[src/rtl/sort_pkg.sv]
// Shared definitions for the three-value sort path: sample width, pad value
// and the collector state encoding.
package sort_pkg;

  localparam int SORT_WIDTH = 3;
  localparam int SORT_PAD   = 0;

  typedef enum logic [1:0] {
    ST_EMPTY = 2'd0,
    ST_HAS1  = 2'd1,
    ST_HAS2  = 2'd2,
    ST_FULL  = 2'd3
  } collect_state_e;

endpackage

[src/rtl/sort_collect3.sv]
// Packs a serial valid/ready sample stream into parallel triples (a, b, c)
// for the sort stage. A flush closes a partial group, padding with PAD.
//
// state    | meaning
// ---------+-------------------------------------------
// ST_EMPTY | no samples held
// ST_HAS1  | slot a filled
// ST_HAS2  | slots a and b filled
// ST_FULL  | group presented on a/b/c, grp_valid high
module sort_collect3
  import sort_pkg::*;
#(
  parameter int WIDTH = SORT_WIDTH,
  parameter int PAD   = SORT_PAD,
  parameter int CNT_W = 8
) (
  input  logic             clk,
  input  logic             rst,
  input  logic [WIDTH-1:0] in_data,
  input  logic             in_valid,
  output logic             in_ready,
  input  logic             flush,
  output logic [WIDTH-1:0] a,
  output logic [WIDTH-1:0] b,
  output logic [WIDTH-1:0] c,
  output logic             grp_valid,
  input  logic             grp_ready,
  output logic             partial,
  output logic [CNT_W-1:0] grp_cnt
);

  localparam logic [WIDTH-1:0] PAD_W = WIDTH'(PAD);

  collect_state_e   state_q, state_d;
  logic [WIDTH-1:0] a_q, a_d, b_q, b_d, c_q, c_d;
  logic             partial_q, partial_d;
  logic [CNT_W-1:0] cnt_q, cnt_d;
  logic             accept;
  logic             handoff;

  assign grp_valid = (state_q == ST_FULL);
  assign in_ready  = (state_q != ST_FULL) || grp_ready;
  assign accept    = in_valid && in_ready;
  assign handoff   = grp_valid && grp_ready;

  // Next-state, slot-write decode and hand-off counter
  always_comb begin
    state_d   = state_q;
    a_d       = a_q;
    b_d       = b_q;
    c_d       = c_q;
    partial_d = partial_q;
    cnt_d     = cnt_q;
    case (state_q)
      ST_EMPTY: begin
        if (accept) begin
          a_d       = in_data;
          partial_d = 1'b0;
          state_d   = ST_HAS1;
          if (flush) begin
            b_d       = PAD_W;
            c_d       = PAD_W;
            partial_d = 1'b1;
            state_d   = ST_FULL;
          end
        end
      end
      ST_HAS1: begin
        if (accept) begin
          b_d     = in_data;
          state_d = ST_HAS2;
          if (flush) begin
            c_d       = PAD_W;
            partial_d = 1'b1;
            state_d   = ST_FULL;
          end
        end else if (flush) begin
          b_d       = PAD_W;
          c_d       = PAD_W;
          partial_d = 1'b1;
          state_d   = ST_FULL;
        end
      end
      ST_HAS2: begin
        if (accept) begin
          // Completing slot c is a full group even if flush is also raised
          c_d       = in_data;
          partial_d = 1'b0;
          state_d   = ST_FULL;
        end else if (flush) begin
          c_d       = PAD_W;
          partial_d = 1'b1;
          state_d   = ST_FULL;
        end
      end
      ST_FULL: begin
        if (handoff) begin
          cnt_d = cnt_q + CNT_W'(1);
          if (accept) begin
            a_d       = in_data;
            partial_d = 1'b0;
            state_d   = ST_HAS1;
          end else begin
            state_d = ST_EMPTY;
          end
        end
      end
      default: state_d = ST_EMPTY;
    endcase
  end

  // State, slot and counter registers; reset drops any held group
  always_ff @(posedge clk or negedge rst) begin
    if (!rst) begin
      state_q   <= ST_EMPTY;
      a_q       <= '0;
      b_q       <= '0;
      c_q       <= '0;
      partial_q <= 1'b0;
      cnt_q     <= '0;
    end else begin
      state_q   <= state_d;
      a_q       <= a_d;
      b_q       <= b_d;
      c_q       <= c_d;
      partial_q <= partial_d;
      cnt_q     <= cnt_d;
    end
  end

  assign a       = a_q;
  assign b       = b_q;
  assign c       = c_q;
  assign partial = partial_q;
  assign grp_cnt = cnt_q;

endmodule

[config.mk]
export PLATFORM = sky130hd
export DESIGN_NAME = sort_collect3
export DESIGN_NICKNAME = d
export VERILOG_FILES = /design/src/rtl/sort_pkg.sv /design/src/rtl/sort_collect3.sv
export SDC_FILE = /design/constraint.sdc
export NUM_CORES = 1
export LEC_CHECK = 0
export CORE_ASPECT_RATIO = 0.75
export CORE_MARGIN = 3
export CORE_UTILIZATION = 25
export DETAILED_ROUTE_END_ITERATION = 8
export GPL_TIMING_DRIVEN = 0
export PLACE_DENSITY = 0.58
export RECOVER_POWER = 100
export SYNTH_ARGS = -nofsm -noshare
export SYNTH_HDL_FRONTEND = slang
export SYNTH_SLANG_ARGS = --single-unit
[constraint.sdc]
create_clock -name clk -period 1.6 [get_ports clk]
set_clock_uncertainty 0.05 [all_clocks]
set_input_delay 0.48 -clock clk [delete_from_list [all_inputs] [get_ports clk]]
set_output_delay 0.48 -clock clk [all_outputs]
set_load 0.005 [all_outputs]
==> results.md, run 1 <==
Yosys:
- The mapped cell area is 0.001102 mm2.
- The mean area per synthesized cell is 10.40 um2.
- The share of synthesized registers carrying an async set or reset is 100.0%.
- The sequential cell area fraction in the yosys report is 45.40%.
- Sorting the synthesized cells by area gives the leading types as sky130_fd_sc_hd__dfrtp_1 45%, sky130_fd_sc_hd__ha_1 6.8%, sky130_fd_sc_hd__xnor2_1 4.8%.
- Summed over all instances, the cell type with the most area after synthesis is sky130_fd_sc_hd__dfrtp_1.
- Counting flops and latches in the post-synthesis netlist gives 20.
- The number of enable flip-flop cells after synthesis is 0.
- For this run, the leading register cell type out of synthesis is sky130_fd_sc_hd__dfrtp_1.
- Of the post-synthesis cell area, the dominant cell type holds 45.40%.
- During synthesis, Yosys emitted a total of 0 warnings.
- The instance count of the mapped netlist is 106.
- The number of different library cells used by synthesis comes to 32.
- Counting every net in the synthesized netlist gives 120.

STA:
- Headroom to the max-slew limit came out at 39.72%.
- The final number of max-transition violations is 0.
- For the pin with the worst max-slew slack, the measured transition is 0.9013 ns.
- The number of hold violations in the final report came to 0.
- Derived from the worst setup path, the maximum achievable clock frequency is 615.2 MHz.
- Setup repair after global routing could not meet its margin everywhere.
- Of the available clock period, the critical path in the final layout requires 101.6%.
- Hold is met by 0.4619 ns.
- The smallest setup slack after layout is -0.02562 ns.
- After routing, the total negative slack on setup checks comes to -0.06742 ns.
- The final critical delay including setup and external delays is 1.626 ns.
- The total setup violations reported at the end of the flow is 3.

Pwr:
- Registers are responsible for 25.0% of the overall power.
- The combinational share of power is 59.8%.
- The relative contribution of the clock network to total power is 15.2%.
- Overall power consumption after layout is estimated at 3.309 mW.
- The switching power as a share of total power is 35.67%.
- For this design the ratio of total power to cell area is 1844 mW/mm2.
- The worst-case IR drop observed on VDD is 0.5122 mV.
- Summed over all nets, the switching power comes to 1.180 mW.
- The internal power of the cells is 2.129 mW.
- Summed over all cells, the static leakage comes to 0.8354 nW.

Clock network:
- The maximum number of buffers from clock root to sink is 2.
- The source-to-sink clock delay at the later pin of the worst-skew pair is 0.26 ns.
- The hold-fix buffer count after cts is 0.
- The number of sinks on the clock net is 20.
- The CTS tree is yes.
- Clock tree synthesis inserted a total of 3 buffers.
- The buffer cell driving the clock tree root is sky130_fd_sc_hd__clkbuf_8.
- The deepest level of the CTS H-tree is 1.
- After clock tree synthesis, the clock-pin slew on the worst setup and hold paths is 0.08 ns.

Worst setup path:
- The kind of start point of the critical path is a flop.
- The worst-case register-to-register setup slack is -0.03 ns.
- The critical path is of the flop to flop type.
- The highest cell delay on the worst timing path is 0.41 ns.
- The slowest library cell on the worst path is sky130_fd_sc_hd__dfrtp_1.
- Of all nets on the critical path, the largest fanout is 7.
- The data arrival at the endpoint of the critical path is 1.73 ns.
- STA classifies the critical path endpoint as a flop.
- The signal on the critical path passes through buf_6 > inv_6 > ha_4 > and2b_2 > o21ai_4 > mux2_4.
- The endpoint required time on the critical path is 1.70 ns.

Placement:
- The quantity of I/O buffers inserted on ports is 27.
- At the end of routability-driven placement, the weighted congestion stood at 0.7390.
- The worst setup slack before clock tree synthesis is -0.7092 ns.

Layout:
- Once layout is complete, the utilization of the core stands at 43.19%.
- The net count of the finished layout is 175.
- Relative to the synthesized area, the layout overhead comes to 62.77%.
- The repair_antennas step left the layout with diodes totalling 0.
- The area of combinational cells with multiple inputs is 669.4 um2.
- The number of filler instances in the final layout is 421.
- Across the whole layout, storage elements account for 503.0 um2.
- Of the cells placed in the final design, the portion with a size suffix greater than 1 is 38.13%.

Routing:
- In the routed layout, each cell is associated on average with a via count of 4.763.
- After the first detailed-routing iteration, the DRC count stood at 19.
- The final route contains 1,024 vias.
- The first TritonRoute pass finished after 4 iterations.
- In this run the remaining antenna-violating nets after routing total 0.
- The number of DRC violations after detailed routing is 0.
- The overall routed net length is 3172 um.
- In the final routed layout, each cell accounts on average for 14.75 um.

GRT:
- The sum of overflow across all layers after global routing is 0.
- The number of antenna violations at the first check in global routing is 0.
- The total track usage is 13.13%.
- The via count of the first global-routing pass is 1,111.
- The first global-routing pass estimated 5271 um of wire.
- The maximum number of pins on one net before global-route repair is 21.

Floorplanning:
- The floorplan step set the die width to 82.68 um.
- Row generation in the floorplan step produced 20 rows.
- 28 I/O pins were placed.
- The initial core utilization is 26.54%.
- Measured along the y axis, the die boundary spans 63.51 um.
- The floorplan step defined a core boundary enclosing 0.004154 mm2.
- The area of the die is 0.005250 mm2.

Outcome:
- The run finished, with violations left.
- The checks that failed: setup timing.

Run:
- The number of max-cap violations is 0.

Hold path:
- The worst min-delay path category is flop to flop.
==> cells in the mapped netlist (3+ instances only) <==
cell type                   number
sky130_fd_sc_hd__dfrtp_1        20
sky130_fd_sc_hd__nand2_1         8
sky130_fd_sc_hd__nor2_1          8
sky130_fd_sc_hd__ha_1            6
sky130_fd_sc_hd__nand4_1         6
sky130_fd_sc_hd__xnor2_1         6
sky130_fd_sc_hd__a21oi_1         5
sky130_fd_sc_hd__inv_1           5
sky130_fd_sc_hd__nand2b_1        5
sky130_fd_sc_hd__mux2_2          4
sky130_fd_sc_hd__o21ai_0         4
sky130_fd_sc_hd__nand3_1         3
sky130_fd_sc_hd__o211ai_1        3
sky130_fd_sc_hd__o22ai_1         3
sky130_fd_sc_hd__o2bb2ai_1       3
==> final timing paths <==
check	startpoint	to	depth (start not counted)
max in group asynchronous	rst	state_q[1]	1
worst min register to register	a[2]	a[2]	1
min in group asynchronous	rst	c[2]	1
worst max register to register	state_q[0]	a[0]	6
worst max-delay path	state_q[0]	a[0]	6
worst min-delay path	a[2]	a[2]	1
==> metal layers <==
layer / global-route usage (%) / wire length, um
met5: 0 / 0
met4: 4.694 / 34
met3: 2.857 / 167
met2: 23.20 / 1657
met1: 15.26 / 1312
==> logic make-up (layout without fill, tap and decap cells) <==
group | count (synthesis) | in the layout | share of synthesized area (%)
AOI/OAI and AO/OA | 24 | 24 | 16.57
xor gates and xnor gates | 7 | 7 | 5.562
adders and majority gates | 6 | 6 | 6.810
buffers and inverters | 8 | 62 | 3.518
DFF | 20 | 20 | 45.40
muxes | 4 | 4 | 4.086
and+or+nand+nor | 37 | 37 | 18.05
==> registers in the layout, summed over array words and instances, names as in the netlist <==
name	flops
partial	1
c	3
b	3
grp_cnt	8
state_q	2
a	3
==> critical path, delay by kind of cell, from the launching register on <==
family | cells | cell delay, ns
adders and majority gates | 1 | 0.17
DFF | 1 | 0.41
buffers and inverters | 2 | 0.18
AOI/OAI and AO/OA | 1 | 0.19
and+or+nand+nor | 1 | 0.21
muxes | 1 | 0.32
==> stage by stage <==
stage | instances | area, um2
2_1_floorplan | 106 | 1119
3_5_place_dp | 188 | 1458
6_report | 215 | 1794
3_3_place_gp | 188 | 1458
5_1_grt | 215 | 1794
4_1_cts | 216 | 1775
==> final cells by class <==
type	count	share of cell area, %
multi-input combinational	78	37.31
timing repair buffer	52	24.76
buffer	1	0.6276
clock inverter	1	1.674
sequential	20	28.03
inverter	5	1.464
tap	55	3.835
clock buffer	3	2.301
==> power groups by stage <==
stage	registers [mW]	clock network, mW	logic, mW
floorplan	0.898	0	0.775
global placement	0.903	0	1.33
detailed placement	0.914	0	1.38
CTS	0.823	0.528	1.91
global route	0.851	0.548	2.17
finish	0.826	0.503	1.98
==> cells in the final DEF (no fill, tap or decap), types with 4 or more instances in the layout <==
master                            instances
sky130_fd_sc_hd__nand4_1                  6
sky130_fd_sc_hd__nor2_1                   6
sky130_fd_sc_hd__a21oi_1                  4
sky130_fd_sc_hd__buf_4                   22
sky130_fd_sc_hd__dfrtp_1                 18
sky130_fd_sc_hd__nand2_1                  7
sky130_fd_sc_hd__buf_6                    5
sky130_fd_sc_hd__xnor2_1                  6
sky130_fd_sc_hd__o21ai_0                  4
sky130_fd_sc_hd__dlygate4sd2_1           19
sky130_fd_sc_hd__clkdlybuf4s50_1          4
==> timing repair <==
action / in CTS / in global routing
gates resized for setup: 55 / 9
buffers inserted: 25 / 0
pin swaps: 5 / 3
setup endpoints to repair: 32 / 13
hold endpoints to repair: 0 / 0
Note: power is estimated with default switching activity, not from simulation.
==> run 2: changes to the inputs <==
--- a/config.mk
+++ b/config.mk
@@ -9,7 +9,7 @@
 export CORE_MARGIN = 3
 export CORE_UTILIZATION = 25
 export DETAILED_ROUTE_END_ITERATION = 8
-export GPL_TIMING_DRIVEN = 0
+export GPL_TIMING_DRIVEN = 1
 export PLACE_DENSITY = 0.58
 export RECOVER_POWER = 100
 export SYNTH_ARGS = -nofsm -noshare
==> results.md, run 2 (synthesis gave the netlist of run 1 again) <==
Layout:
- The layout net count is 190 (was 175).
- The share of layout cells above drive strength 1 was 43.43% (was 38.13%).
- The flip-flop count of the largest register, all copies and words added was 8 (unchanged).
- The footprint of the flip-flops and latches is 501.7 um2 (was 503.0 um2).
- The diode insertion count for antenna repair is 0 (unchanged).
- The layout overhead on the synthesized area is 73.78% (was 62.77%).
- The most common cell after layout, fill and taps aside is sky130_fd_sc_hd__buf_4 (unchanged).
- The post-layout instance area was 0.001916 mm2 (was 0.001794 mm2).
- The area of combinational cells with multiple inputs is 695.7 um2 (was 669.4 um2).
- The count of non-filler cells in the finished layout is 230 (was 215).
- The number of filler instances in the final layout came to 413 (was 421).
- Leading cell types in the layout, fill and taps excluded: 38 x sky130_fd_sc_hd__buf_4, 20 x sky130_fd_sc_hd__dlygate4sd2_1, 19 x sky130_fd_sc_hd__dfrtp_1 (was 22 x sky130_fd_sc_hd__buf_4, 19 x sky130_fd_sc_hd__dlygate4sd2_1, 18 x sky130_fd_sc_hd__dfrtp_1).

Outcome:
- Run status: finished clean (was complete, but fails checks).

Placement:
- The quantity of I/O buffers inserted on ports is 27 (unchanged).
- The worst setup slack before clock tree synthesis was -0.5057 ns (was -0.7092 ns).
- The placed cell area is 0.001618 mm2 (was 0.001458 mm2).
- The placed instance count is 209 (was 188).
- The placer's final routability congestion estimate came to 0.7621 (was 0.7390).

Pwr:
- The relative contribution of the clock network to total power is 14.6% (was 15.2%).
- The sequential share of power is 23.4% (was 25.0%).
- The switching power came to 1.239 mW (was 1.180 mW).
- The reported leakage power is 0.9010 nW (was 0.8354 nW).
- The maximum vdd ir drop was 0.7576 mV (was 0.5122 mV).
- The switching power as a share of total power is 35.28% (was 35.67%).
- The internal power of the cells is 2.272 mW (was 2.129 mW).
- The combinational share of power is 62.0% (was 59.8%).
- The total power of the final layout is 3.511 mW (was 3.309 mW).
- The total power divided by cell area is 1833 mW/mm2 (was 1844 mW/mm2).

Routing:
- The count of TritonRoute iterations in the first routing pass came to 4 (unchanged).
- The via density per instance is 4.657 (was 4.763).
- The met3 wirelength from detailed routing is 143 um (was 167 um).
- The antenna violation net count after detailed routing is 0 (unchanged).
- The total via count in the routed design is 1,071 (was 1,024).
- The highest metal layer used by the detailed router was met4 (unchanged).
- The overall routed net length came to 3172 um (unchanged).
- The wire length on met2 came to 1556 um (was 1657 um).
- The average wire per standard cell is 13.79 um (was 14.75 um).
- The number of DRC markers after the initial detailed-route iteration came to 32 (was 19).
- The number of DRC violations after detailed routing is 0 (unchanged).
- The met1 routed wirelength after detailed routing is 1421 um (was 1312 um).

STA:
- The number of hold violations in the final report is 0 (unchanged).
- The share of the clock period used by the worst path was 99.56% (was 101.6%).
- The smallest hold slack is 0.4565 ns (was 0.4619 ns).
- The transition time at the pin with the least slew margin was 0.5047 ns (was 0.9013 ns).
- Unrepaired setup endpoints after global routing: yes (unchanged).
- The highest clock frequency the design can meet came to 627.8 MHz (was 615.2 MHz).
- The smallest setup slack after layout came to 0.007080 ns (was -0.02562 ns).
- The final critical delay including setup and external delays is 1.593 ns (was 1.626 ns).
- The final number of max-transition violations is 0 (unchanged).
- The total setup violations reported at the end of the flow is 0 (was 3).
- The worst slew margin relative to its limit is 66.36% (was 39.72%).

Worst setup path:
- The endpoint required time on the critical path is 1.70 ns (about the same).
- The highest cell delay on the worst timing path is 0.40 ns (was 0.41 ns).
- The critical path class is flop to flop (unchanged).
- The slowest library cell on the worst path is sky130_fd_sc_hd__dfrtp_2 (was sky130_fd_sc_hd__dfrtp_1).
- Ordered list of cells on the worst path: buf_4 > inv_4 > ha_4 > and2b_2 > o21ai_4 > mux2_4 (was buf_6 > inv_6 > ha_4 > and2b_2 > o21ai_4 > mux2_4).
- The data arrival at the endpoint of the critical path is 1.69 ns (was 1.73 ns).
- The kind of start point of the critical path is a flop (unchanged).
- The highest fanout seen on the critical path is 4 (was 7).
- The critical path endpoint category is a flop (unchanged).

Clock network:
- The deepest level of the CTS H-tree is 1 (unchanged).
- The buffer cell driving the clock tree root is sky130_fd_sc_hd__clkbuf_8 (unchanged).
- The number of sinks on the clock net was 20 (unchanged).
- The clock slew at the register clock pins of the worst setup and hold paths is 0.08 ns (about the same).
- The CTS tree is yes (unchanged).
- The source-to-sink clock delay at the later pin of the worst-skew pair is 0.26 ns (about the same).
- The maximum number of buffers from clock root to sink was 2 (unchanged).
- The hold-fix buffer count after cts came to 0 (unchanged).
- The number of buffers created by CTS is 3 (unchanged).

GRT:
- The via count of the first global-routing pass is 1,061 (was 1,111).
- The total track usage came to 12.74% (was 13.13%).
- The sum of overflow across all layers after global routing was 0 (unchanged).
- The maximum number of pins on one net before global-route repair is 21 (unchanged).
- The wire length of the first global-routing pass is 5119 um (was 5271 um).
- The number of antenna violations at the first check in global routing was 0 (unchanged).

Run:
- The number of max-cap violations is 0 (unchanged).

Floorplanning:
- The number of rows in the core area is 20 (unchanged).
- The count of boundary I/O pins is 28 (unchanged).
- The area of the core was 0.004154 mm2 (unchanged).
- The floorplan die width is 82.68 um (unchanged).
- The die outline height came to 63.51 um (unchanged).
- The area of the die is 0.005250 mm2 (unchanged).
- The initial core utilization came to 26.54% (unchanged).

Hold path:
- The worst min-delay path category is flop to flop (unchanged).
==> run 2: metrics by stage <==
| step | setup TNS [ns] | util (%) |
|---|---|---|
| 4_1_cts | 0 | 44.37 |
| 3_5_place_dp | -5.740 | 38.95 |
| 6_report | 0 | 46.11 |
| 5_1_grt | -0.2498 | 46.11 |
| 2_1_floorplan | -0.04794 | - |
| 3_3_place_gp | -5.280 | 38.95 |
==> run 2: critical path: cells and delay by family, from the launching register on <==
family	cells	cell delay, ns
buffers and inverters	2	0.17
AO/OA/AOI/OAI	1	0.19
multiplexers	1	0.32
AND/OR/NAND/NOR	1	0.20
adder cells (fa/ha/maj)	1	0.16
flip-flops	1	0.40
==> run 2: layer usage <==
layer  up-vias  global-route usage, %
li1        520                      -
met1       511                  16.64
met2        34                  20.60
met3         6                  2.714
met4         0                  4.286
met5         -                      0
==> run 2: what timing repair did <==
item / CTS / global route
cloned: 0 / 0
gates resized for setup: 44 / 15
endpoints found under the setup margin: 33 / 14
pin swaps: 3 / 1
setup buffers: 16 / 2
==> run 2: power groups by stage <==
stage	Clock [mW]	Combinational [mW]	Sequential [mW]
CTS	0.523	1.99	0.820
detailed placement	0	1.70	0.872
global placement	0	1.65	0.856
finish	0.512	2.18	0.822
floorplan	0	0.775	0.898
global route	0.544	2.37	0.848
==> run 2: path summary, 6_finish.rpt <==
kind | from | end | slack [ns] | cells past startpoint
setup / recovery | state_q[1] | a[2] | 0.007 | 6
max in group asynchronous | rst | state_q[1] | 0.47 | 2
hold / removal | grp_cnt[3] | grp_cnt[3] | 0.46 | 1
min in group asynchronous | rst | partial | 0.66 | 2
setup reg to reg | state_q[1] | a[2] | 0.007 | 6
hold reg to reg | grp_cnt[3] | grp_cnt[3] | 0.46 | 1
==> run 2: area by class of cell <==
cell class                      count  share of cell area (%)
Multi-Input combinational cell     78                   36.32
Timing Repair Buffer               68                   28.94
Tap cell                           55                   3.592
Sequential cell                    20                   26.19
Inverter                            5                   1.241
Clock inverter                      1                   1.568
Clock buffer                        3                   2.155
==> run 3: changes to the inputs <==
--- a/config.mk
+++ b/config.mk
@@ -10,7 +10,7 @@
 export CORE_UTILIZATION = 25
 export DETAILED_ROUTE_END_ITERATION = 8
 export GPL_TIMING_DRIVEN = 1
-export PLACE_DENSITY = 0.58
+export PLACE_DENSITY = 0.56
 export RECOVER_POWER = 100
 export SYNTH_ARGS = -nofsm -noshare
 export SYNTH_HDL_FRONTEND = slang
==> constraint.sdc (replaced) <==
create_clock -name clk -period 1.5 [get_ports clk]
set_clock_uncertainty 0.05 [all_clocks]
set_input_delay 0.45 -clock clk [delete_from_list [all_inputs] [get_ports clk]]
set_output_delay 0.45 -clock clk [all_outputs]
set_load 0.005 [all_outputs]
==> results.md, run 3 (synthesis gave the netlist of run 1 again) <==
STA:
- The total setup violations reported at the end of the flow is 14 (was 0).
- The post-route setup TNS is -1.191 ns (was 0 ns).
- The smallest setup slack after layout was -0.1563 ns (was 0.007080 ns).
- The final number of max-transition violations is 0 (unchanged).
- Unrepaired setup endpoints after global routing: yes (unchanged).
- The final critical delay including setup and external delays was 1.656 ns (was 1.593 ns).
- The transition time at the pin with the least slew margin is 0.5704 ns (was 0.5047 ns).
- The smallest hold slack was 0.5087 ns (was 0.4565 ns).
- The number of hold violations in the final report is 0 (unchanged).
- The share of the clock period used by the worst path is 110.4% (was 99.56%).
- The worst slew margin relative to its limit is 61.97% (was 66.36%).
- The highest clock frequency the design can meet is 603.7 MHz (was 627.8 MHz).

Routing:
- The count of TritonRoute iterations in the first routing pass came to 4 (unchanged).
- The number of DRC violations after detailed routing was 0 (unchanged).
- The via density per instance is 4.606 (was 4.657).
- The average wire per standard cell is 14.38 um (was 13.79 um).
- The overall routed net length is 3394 um (was 3172 um).
- The total via count in the routed design is 1,087 (was 1,071).
- The antenna violation net count after detailed routing is 0 (unchanged).
- The number of DRC markers after the initial detailed-route iteration came to 27 (was 32).

Worst setup path:
- The highest fanout seen on the critical path is 6 (was 4).
- The critical path endpoint category was a flop (unchanged).
- The buffer and inverter count on the worst path is 1 (was 2).
- The critical path class is flop to flop (unchanged).
- The kind of start point of the critical path was a flop (unchanged).
- The data arrival at the endpoint of the critical path is 1.76 ns (was 1.69 ns).
- The category of cells accounting for the largest share of critical-path delay is flip-flops (unchanged).
- Ordered list of cells on the worst path: ha_4 > buf_4 > and2b_2 > o21ai_4 > mux2_4 (was buf_4 > inv_4 > ha_4 > and2b_2 > o21ai_4 > mux2_4).
- The highest cell delay on the worst timing path came to 0.40 ns (about the same).
- The endpoint required time on the critical path is 1.60 ns (was 1.70 ns).
- The slowest library cell on the worst path was sky130_fd_sc_hd__dfrtp_1 (was sky130_fd_sc_hd__dfrtp_2).

Layout:
- The count of non-filler cells in the finished layout came to 236 (was 230).
- The layout net count is 196 (was 190).
- The share of layout cells above drive strength 1 is 50.28% (was 43.43%).
- The most common cell after layout, fill and taps aside is sky130_fd_sc_hd__buf_4 (unchanged).
- The layout overhead on the synthesized area is 90.69% (was 73.78%).
- The flip-flop count of the largest register, all copies and words added is 8 (unchanged).
- The diode insertion count for antenna repair is 0 (unchanged).
- The number of filler instances in the final layout is 400 (was 413).
- The share of the core filled with cells was 50.60% (was 46.11%).
- Leading cell types in the layout, fill and taps excluded: 37 x sky130_fd_sc_hd__buf_4, 20 x sky130_fd_sc_hd__dlygate4sd2_1, 19 x sky130_fd_sc_hd__dfrtp_1 (was 38 x sky130_fd_sc_hd__buf_4, 20 x sky130_fd_sc_hd__dlygate4sd2_1, 19 x sky130_fd_sc_hd__dfrtp_1).

Placement:
- The placer's final routability congestion estimate is 0.8147 (was 0.7621).
- The placed instance count is 212 (was 209).
- The HPWL after detailed placement is 2259 um.
- The quantity of I/O buffers inserted on ports came to 27 (unchanged).

GRT:
- The maximum number of pins on one net before global-route repair is 21 (unchanged).
- The sum of overflow across all layers after global routing was 0 (unchanged).
- The number of antenna violations at the first check in global routing is 0 (unchanged).
- The via count of the first global-routing pass is 1,171 (was 1,061).
- The total track usage is 13.62% (was 12.74%).
- The wire length of the first global-routing pass is 5520 um (was 5119 um).

Pwr:
- The combinational share of power is 65.8% (was 62.0%).
- The total power divided by cell area is 1966 mW/mm2 (was 1833 mW/mm2).
- The switching power came to 1.493 mW (was 1.239 mW).
- The maximum vdd ir drop was 0.7978 mV (was 0.7576 mV).
- The relative contribution of the clock network to total power is 13.1% (was 14.6%).
- The sequential share of power came to 21.2% (was 23.4%).
- The reported leakage power is 0.9630 nW (was 0.9010 nW).
- The internal power of the cells came to 2.639 mW (was 2.272 mW).
- The switching power as a share of total power came to 36.14% (was 35.28%).

Floorplanning:
- The count of boundary I/O pins is 28 (unchanged).
- The die outline height is 63.51 um (unchanged).
- The number of rows in the core area came to 20 (unchanged).
- The area of the die came to 0.005250 mm2 (unchanged).
- The initial core utilization is 26.54% (unchanged).
- The area of the core is 0.004154 mm2 (unchanged).
- The floorplan die width is 82.68 um (unchanged).

Clock network:
- The number of buffers created by CTS is 3 (unchanged).
- The source-to-sink clock delay at the later pin of the worst-skew pair came to 0.26 ns (about the same).
- The clock slew at the register clock pins of the worst setup and hold paths is 0.08 ns (about the same).
- The maximum number of buffers from clock root to sink came to 2 (unchanged).
- The deepest level of the CTS H-tree was 1 (unchanged).
- The number of sinks on the clock net is 20 (unchanged).
- The buffer cell driving the clock tree root is sky130_fd_sc_hd__clkbuf_8 (unchanged).
- The CTS tree is yes (unchanged).

Outcome:
- The final reports fail on setup timing.
- Run status: complete, but fails checks (was finished clean).

Hold path:
- The worst min-delay path category is flop to flop (unchanged).

Run:
- The number of max-cap violations was 0 (unchanged).
-- run 3: cell count changes in the layout (fill, tap and decap cells not counted), moves of 2 or more --
cell and delta:
sky130_fd_sc_hd__nor2_4 +2, sky130_fd_sc_hd__inv_4 -2, sky130_fd_sc_hd__o2bb2ai_2 +2, sky130_fd_sc_hd__a21oi_1 -2, sky130_fd_sc_hd__nand2_1 -2, sky130_fd_sc_hd__a21oi_2 +2
sky130_fd_sc_hd__o2bb2ai_1 -2, sky130_fd_sc_hd__buf_6 +7
-- run 3: stage by stage --
stage	power [mW]	area, um2	setup slack, ns
2_1_floorplan	1.885	1155	-0.03646
3_3_place_gp	2.813	1670	-0.5379
3_5_place_dp	2.875	1670	-0.5848
4_1_cts	3.867	2007	-0.1585
5_1_grt	4.431	2102	-0.2106
6_report	4.132	2102	-0.1563
-- run 3: layout make-up --
type	count	area (um2)	area share [%]
flip-flops and latches	20	501.7	23.87
clock buffers	3	41.29	1.964
multi-input cells	78	793.3	37.74
inverters	5	26.28	1.250
well taps	55	68.82	3.274
repair buffers	74	640.6	30.48
clock inverters	1	30.03	1.429
-- run 3: path summary, 6_finish.rpt --
| path | start | endpoint | slack (ns) | depth (start not counted) |
|---|---|---|---|---|
| setup / recovery | state_q[0] | a[1] | -0.16 | 5 |
| hold / removal | grp_cnt[5] | grp_cnt[5] | 0.51 | 2 |
| setup reg to reg | state_q[0] | a[1] | -0.16 | 5 |
| hold reg to reg | grp_cnt[5] | grp_cnt[5] | 0.51 | 2 |
| max in group asynchronous | rst | state_q[1] | 0.38 | 2 |
| min in group asynchronous | rst | a[2] | 0.64 | 2 |
-- run 3: routing by layer --
layer	share of wire (%)	GRT usage, %	routed length (um)
met5	0	0	0
met4	0.35	3.673	12
met3	4.4	3.429	151
met2	53	22.90	1790
met1	42	17.08	1439
-- run 3: power by group through the flow --
| stage | registers (mW) | clock network (mW) | logic, mW |
|---|---|---|---|
| floorplan | 0.964 | 0 | 0.920 |
| detailed placement | 0.916 | 0 | 1.96 |
| global placement | 0.903 | 0 | 1.91 |
| global route | 0.896 | 0.602 | 2.93 |
| CTS | 0.874 | 0.562 | 2.43 |
| finish | 0.874 | 0.540 | 2.72 |
-- run 3: tightest hold or removal path: stages (launching register included) --
cell and delay (ns):
sky130_fd_sc_hd__dfrtp_1 0.34, sky130_fd_sc_hd__buf_4 0.11, sky130_fd_sc_hd__xnor2_1 0.07
-- run 3: repair_timing --
item | CTS | global route
setup endpoints to repair | 36 | 17
hold buffers | 0 | 0
resized for setup | 59 | 18
setup buffers | 19 | 1
pin swaps | 16 | 7
